## config.mk

```make
export PLATFORM = sky130hd
export DESIGN_NAME = digit_serial_adder_flat
export DESIGN_NICKNAME = d
export VERILOG_FILES = /design/src/rtl/digit_serial_adder_pkg.sv /design/src/rtl/digit_serial_adder_if.sv /design/src/rtl/digit_serial_adder_add3_slice.sv /design/src/rtl/digit_serial_adder.sv /design/src/flat_wrapper.sv
export SDC_FILE = /design/constraint.sdc
export NUM_CORES = 1
export LEC_CHECK = 0
export CAP_MARGIN = 10
export CORE_UTILIZATION = 36
export DETAILED_ROUTE_END_ITERATION = 6
export PLACE_DENSITY = 0.61
export SLEW_MARGIN = 20
export SYNTH_ARGS = -nofsm -noshare
export SYNTH_HDL_FRONTEND = slang
export SYNTH_HIERARCHICAL = 1
export SYNTH_SLANG_ARGS = --single-unit
```

## constraint.sdc

```tcl
create_clock -name clk -period 1.65 [get_ports clk]
set_input_delay 0.495 -clock clk [delete_from_list [all_inputs] [get_ports clk]]
set_output_delay 0.495 -clock clk [all_outputs]
set_load 0.05 [all_outputs]
```

## src/rtl/digit_serial_adder_pkg.sv

```systemverilog
// Shared constants, FSM encoding and sizing helper for the digit-serial adder.
// No logic of its own; imported by the slice and the top.
package adder_pkg;

    localparam int DIGIT = 3;

    typedef enum logic [1:0] {
        IDLE = 2'd0,
        RUN  = 2'd1,
        DONE = 2'd2
    } state_t;

    // Digit counter width; a one-digit operation still needs a 1-bit counter.
    function automatic int cnt_width(input int n);
        return ($clog2(n) < 1) ? 1 : $clog2(n);
    endfunction

endpackage

```

## src/rtl/digit_serial_adder_if.sv

```systemverilog
// Operand/result handshake bundle: operands in over valid/ready, result out over valid/ready.
// master drives operands and out_ready; slave is the adder side.
interface digit_serial_adder_if #(
    parameter int WIDTH = 12
);
    logic             in_valid;
    logic             in_ready;
    logic [WIDTH-1:0] in_a;
    logic [WIDTH-1:0] in_b;
    logic             in_cin;
    logic             out_valid;
    logic             out_ready;
    logic [WIDTH-1:0] out_sum;
    logic             out_cout;

    modport master (
        output in_valid, in_a, in_b, in_cin, out_ready,
        input  in_ready, out_valid, out_sum, out_cout
    );

    modport slave (
        input  in_valid, in_a, in_b, in_cin, out_ready,
        output in_ready, out_valid, out_sum, out_cout
    );
endinterface

```

## src/rtl/digit_serial_adder_add3_slice.sv

```systemverilog
// Combinational W-bit ripple-carry adder slice; zero latency, no state, no handshake.
module add3_slice
    import adder_pkg::*;
#(
    parameter int W = DIGIT
) (
    input  logic [W-1:0] a,
    input  logic [W-1:0] b,
    input  logic         cin,
    output logic [W-1:0] sum,
    output logic         cout
);
    logic c;

    always_comb begin
        sum = '0;
        c   = cin;
        for (int i = 0; i < W; i++) begin
            sum[i] = a[i] ^ b[i] ^ c;
            c      = (a[i] & b[i]) | (c & (a[i] ^ b[i]));
        end
        cout = c;
    end
endmodule

```

## src/rtl/digit_serial_adder.sv

```systemverilog
// Digit-serial adder: one DIGIT-bit slice per cycle, LSD first; result valid N edges after accept.
// Single operation in flight: in_ready only in IDLE; result held in DONE until out_ready.
module digit_serial_adder #(
    parameter int WIDTH = 12
) (
    input  logic                 clk,
    input  logic                 rst_n,
    digit_serial_adder_if.slave  bus
);
    import adder_pkg::*;

    localparam int N  = WIDTH / DIGIT;
    localparam int CW = cnt_width(N);

    // The result shift register splits at DIGIT, so at least two digits are needed.
    if ((WIDTH % DIGIT) != 0 || N < 2) begin : g_bad_width
        $error("digit_serial_adder: WIDTH must be a multiple of DIGIT and hold at least two digits");
    end

    state_t            state_q, state_d;
    logic [WIDTH-1:0]  a_q, b_q, res_q;
    logic              carry_q;
    logic [CW-1:0]     cnt_q;
    logic [DIGIT-1:0]  sum_dig;
    logic              cout_dig;
    logic              in_ready;
    logic              out_valid;
    logic              accept;

    add3_slice #(.W(DIGIT)) u_slice (
        .a    (a_q[DIGIT-1:0]),
        .b    (b_q[DIGIT-1:0]),
        .cin  (carry_q),
        .sum  (sum_dig),
        .cout (cout_dig)
    );

    always_ff @(posedge clk or negedge rst_n) begin
        if (!rst_n) state_q <= IDLE;
        else        state_q <= state_d;
    end

    always_comb begin
        state_d = state_q;
        case (state_q)
            IDLE:    if (accept)                  state_d = RUN;
            RUN:     if (cnt_q == CW'(N - 1))     state_d = DONE;
            DONE:    if (bus.out_ready)           state_d = IDLE;
            default:                              state_d = IDLE;
        endcase
    end

    always_comb begin
        in_ready  = rst_n && (state_q == IDLE);
        out_valid = (state_q == DONE);
    end

    assign accept        = bus.in_valid && in_ready;
    assign bus.in_ready  = in_ready;
    assign bus.out_valid = out_valid;
    assign bus.out_sum   = res_q;
    assign bus.out_cout  = carry_q;

    always_ff @(posedge clk or negedge rst_n) begin
        if (!rst_n) begin
            a_q     <= '0;
            b_q     <= '0;
            res_q   <= '0;
            carry_q <= 1'b0;
            cnt_q   <= '0;
        end else begin
            case (state_q)
                IDLE: if (accept) begin
                    a_q     <= bus.in_a;
                    b_q     <= bus.in_b;
                    carry_q <= bus.in_cin;
                    cnt_q   <= '0;
                end
                RUN: begin
                    // Sum digits enter at the top, so after N shifts digit 0 sits at bit 0.
                    a_q     <= a_q >> DIGIT;
                    b_q     <= b_q >> DIGIT;
                    res_q   <= {sum_dig, res_q[WIDTH-1:DIGIT]};
                    carry_q <= cout_dig;
                    if (cnt_q != CW'(N - 1)) cnt_q <= cnt_q + CW'(1);
                end
                default: ;
            endcase
        end
    end
endmodule

```

## src/flat_wrapper.sv

```systemverilog
// flat-port wrapper written by rule: the top's interface ports become plain ports
module digit_serial_adder_flat import adder_pkg::*;
#(
    parameter int WIDTH = 12
)
  (clk, rst_n, bus_in_valid, bus_in_a, bus_in_b, bus_in_cin, bus_out_ready, bus_in_ready, bus_out_valid, bus_out_sum, bus_out_cout);
  digit_serial_adder_if #(.WIDTH(WIDTH)) bus_i ();
  input  logic clk;
  input  logic rst_n;
  input wire logic [$bits(bus_i.in_valid)-1:0] bus_in_valid;
  input wire logic [$bits(bus_i.in_a)-1:0] bus_in_a;
  input wire logic [$bits(bus_i.in_b)-1:0] bus_in_b;
  input wire logic [$bits(bus_i.in_cin)-1:0] bus_in_cin;
  input wire logic [$bits(bus_i.out_ready)-1:0] bus_out_ready;
  output wire logic [$bits(bus_i.in_ready)-1:0] bus_in_ready;
  output wire logic [$bits(bus_i.out_valid)-1:0] bus_out_valid;
  output wire logic [$bits(bus_i.out_sum)-1:0] bus_out_sum;
  output wire logic [$bits(bus_i.out_cout)-1:0] bus_out_cout;
  assign bus_i.in_valid = bus_in_valid;
  assign bus_i.in_a = bus_in_a;
  assign bus_i.in_b = bus_in_b;
  assign bus_i.in_cin = bus_in_cin;
  assign bus_i.out_ready = bus_out_ready;
  assign bus_in_ready = bus_i.in_ready;
  assign bus_out_valid = bus_i.out_valid;
  assign bus_out_sum = bus_i.out_sum;
  assign bus_out_cout = bus_i.out_cout;
  digit_serial_adder #(.WIDTH(WIDTH)) u_core (.clk(clk), .rst_n(rst_n), .bus(bus_i));
endmodule
```

==> impl_metrics.tcl <==
set metrics [dict create \
    status "finished, violations left" \
    violations "negative setup slack" \
    grt_pass1_wl_mm 7.376 \
    vias 1615 \
    synth-async-reset-ratio 1.000 \
    worstSetupStartpoint "u_core/b_q[0]" \
    final_cell_mix "nand2_1 (43), dfrtp_1 (40), clkdlybuf4s50_1 (27)" \
    finalSetupViolCount 2 \
    place_congestion 0.7681 \
    hold_buffers 0 \
    stdcell_area_um2 2810 \
    die_h_um 75.23 \
    netlist_instances 199 \
    n_antenna_cell 0 \
    ios 44 \
    placementRows 26 \
    wire_per_inst_um 13.58 \
    end_kind "flip-flop" \
    grt_usage 0.1770 \
    power_leakage_nw 1.265 \
    final_antenna_net_count 0 \
    grt_max_degree 34 \
    clk_pin_slew_ns 0.08 \
    synth_edf_count 0 \
    clock_sinks 41 \
    ys_types 26 \
    p_per_area_nw_per_um2 2095 \
    max_cap_viol_count 0 \
    avgSynthCellArea_um2 9.702 \
    drc_errors 0 \
    cts.path.max_buffers 2 \
    cts_buffers 5 \
    final_common_cell "nand2_1" \
    min_path_type "in -> async" \
    final.setup.worst_slack_ns -0.09153 \
    die-area_um2 5660 \
    rsz0062_at_grt "yes" \
    h-tree-depth 2 \
    dpl_cell_area_um2 2673 \
    fillers 494 \
    critical_path_required_ns 1.89 \
    finalPower_mw 5.886 \
    drtIter0Drc 116 \
    areaGrowthSynthToFinish_pct 45.56 \
    grt_overflow 0 \
    worst_skew_pair.late_latency_ns 0.29 \
    synth_warnings 6 \
    worstSetupPathType "reg -> reg" \
    cts_root_buf "clkbuf_8" \
    nNetsFinal 285 \
    cts_tree "yes" \
    slew_violations 0 \
    syn_area_um2 1931 \
    fin_crit_sh 1.055 \
    grt_antenna_before_repair 0 \
    start_util 0.3756 \
    dp_hpwl_mm 3.138 \
    drive_above_1_share 0.2134 \
    timing.rr.start "u_core/b_q[0]" \
    fin_crit_ns 1.742 \
    wl_mm 4.386 \
    tightest_slew_ns 0.6427 \
    grt_pass1_vias 1537 \
    synth_ff_type "dfrtp_1" \
    first_pass_iters 4 \
    cp.arrival_ns 1.98 \
    die_x_um 75.23 \
    path_max_fanout 2 \
    slew_headroom 0.5716 \
    core_area_um2 5140 \
    synthesis.nets 232 \
    hold_viol_final 0 \
    max_freq_ghz 0.5742 \
    ys_ff_latch 41 \
    skew_ns 0.007005 \
    start_kind "flip-flop" \
    viasPerCell 5.000 \
    ir_drop_mv 0.8370 \
    ys_seq_area_frac 0.5314 \
    port-buffer-count 43 \
]
sequential cells by signal (all words and copies together), names as in the netlist:
name / cells
u_core/bus.out_sum: 12
u_core/b_q: 12
u_core/a_q: 12
u_core/bus.out_cout: 1
u_core/state_q: 2
u_core/cnt_q: 2
through the flow:
step           instances  setup slack (ns)  hold slack (ns)  TNS [ns]  utilization
3_5_place_dp         315           -0.1243           0.4665    -1.219       0.5200
3_3_place_gp         315          -0.08798           0.4644   -0.8848       0.5200
5_1_grt              323           -0.1827           0.1660   -0.4170       0.5467
6_report             323          -0.09153           0.1721   -0.1541       0.5467
2_1_floorplan        199           -0.1921           0.1994   -0.3183            -
4_1_cts              323          -0.09292           0.1700   -0.1538       0.5467
report_power, final:
group / total [mW] / switching [mW] / internal [mW]
logic: 3.10 / 1.66 / 1.44
clock network: 0.955 / 0.354 / 0.601
registers: 1.83 / 0.372 / 1.46
total: 5.89 / 2.38 / 3.50
synth_stat cells, drive strengths merged (2+ instances only):
library cell | n | area share
dfrtp | 41 | 0.53
nand2 | 43 | 0.084
o21ai | 8 | 0.027
buf | 13 | 0.040
o22ai | 23 | 0.078
nor2 | 2 | 0.0039
and2 | 9 | 0.029
inv | 14 | 0.027
a31oi | 8 | 0.026
o2bb2ai | 9 | 0.041
a21oi | 17 | 0.044
fa | 3 | 0.031
path summary, 6_finish.rpt:
path | depth (start not counted) | to | slack [ns]
worst max-delay path | 9 | u_core/bus.out_sum[11] | -0.09
worst min-delay path | 2 | u_core/b_q[10] | 0.17
worst max register to register | 9 | u_core/bus.out_sum[11] | -0.09
worst min register to register | 1 | u_core/b_q[8] | 0.48
max in group asynchronous | 2 | u_core/bus.out_cout | 1.01
min in group clk | 1 | u_core/b_q[8] | 0.48
area by class of cell:
cell class | instances | area, um^2 | area share
inverter | 14 | 52.55 | 0.01870
clock buffer | 5 | 68.82 | 0.02449
multi-input combinational | 130 | 780.7 | 0.2778
timing repair buffer | 60 | 728.2 | 0.2591
sequential | 41 | 1027 | 0.3655
clock inverter | 3 | 65.06 | 0.02315
tap | 70 | 87.58 | 0.03117
kinds of logic after synthesis:
kind of cell | count (synthesis) | synth area share
DFF | 41 | 0.5314
AOI/OAI and AO/OA | 66 | 0.2191
buffers and inverters | 28 | 0.06935
and+or+nand+nor | 60 | 0.1426
adders and majority gates | 4 | 0.03759
what timing repair did:
action	4_1_cts	5_1_grt
gates resized for setup	2	0
setup buffers	0	0
endpoints found under the setup margin	3	3
metal layers:
layer  GRT usage  routed length (um)  vias up
met5           0                   0        -
met4     0.05556                  62        0
met3     0.04150                 183        5
met2      0.2863                2081       40
met1      0.2370                2059      769
li1            -                   -      801
critical path: stages, from the launching register on:
cell and delay, ns:
dfrtp_1 0.38, inv_1 0.08, fa_2 0.20, inv_2 0.04
fa_1 0.35, inv_1 0.08, fa_1 0.40, inv_1 0.06
nand2_1 0.04, nand2_1 0.07
No activity file was read; power rests on OpenSTA's default activity.
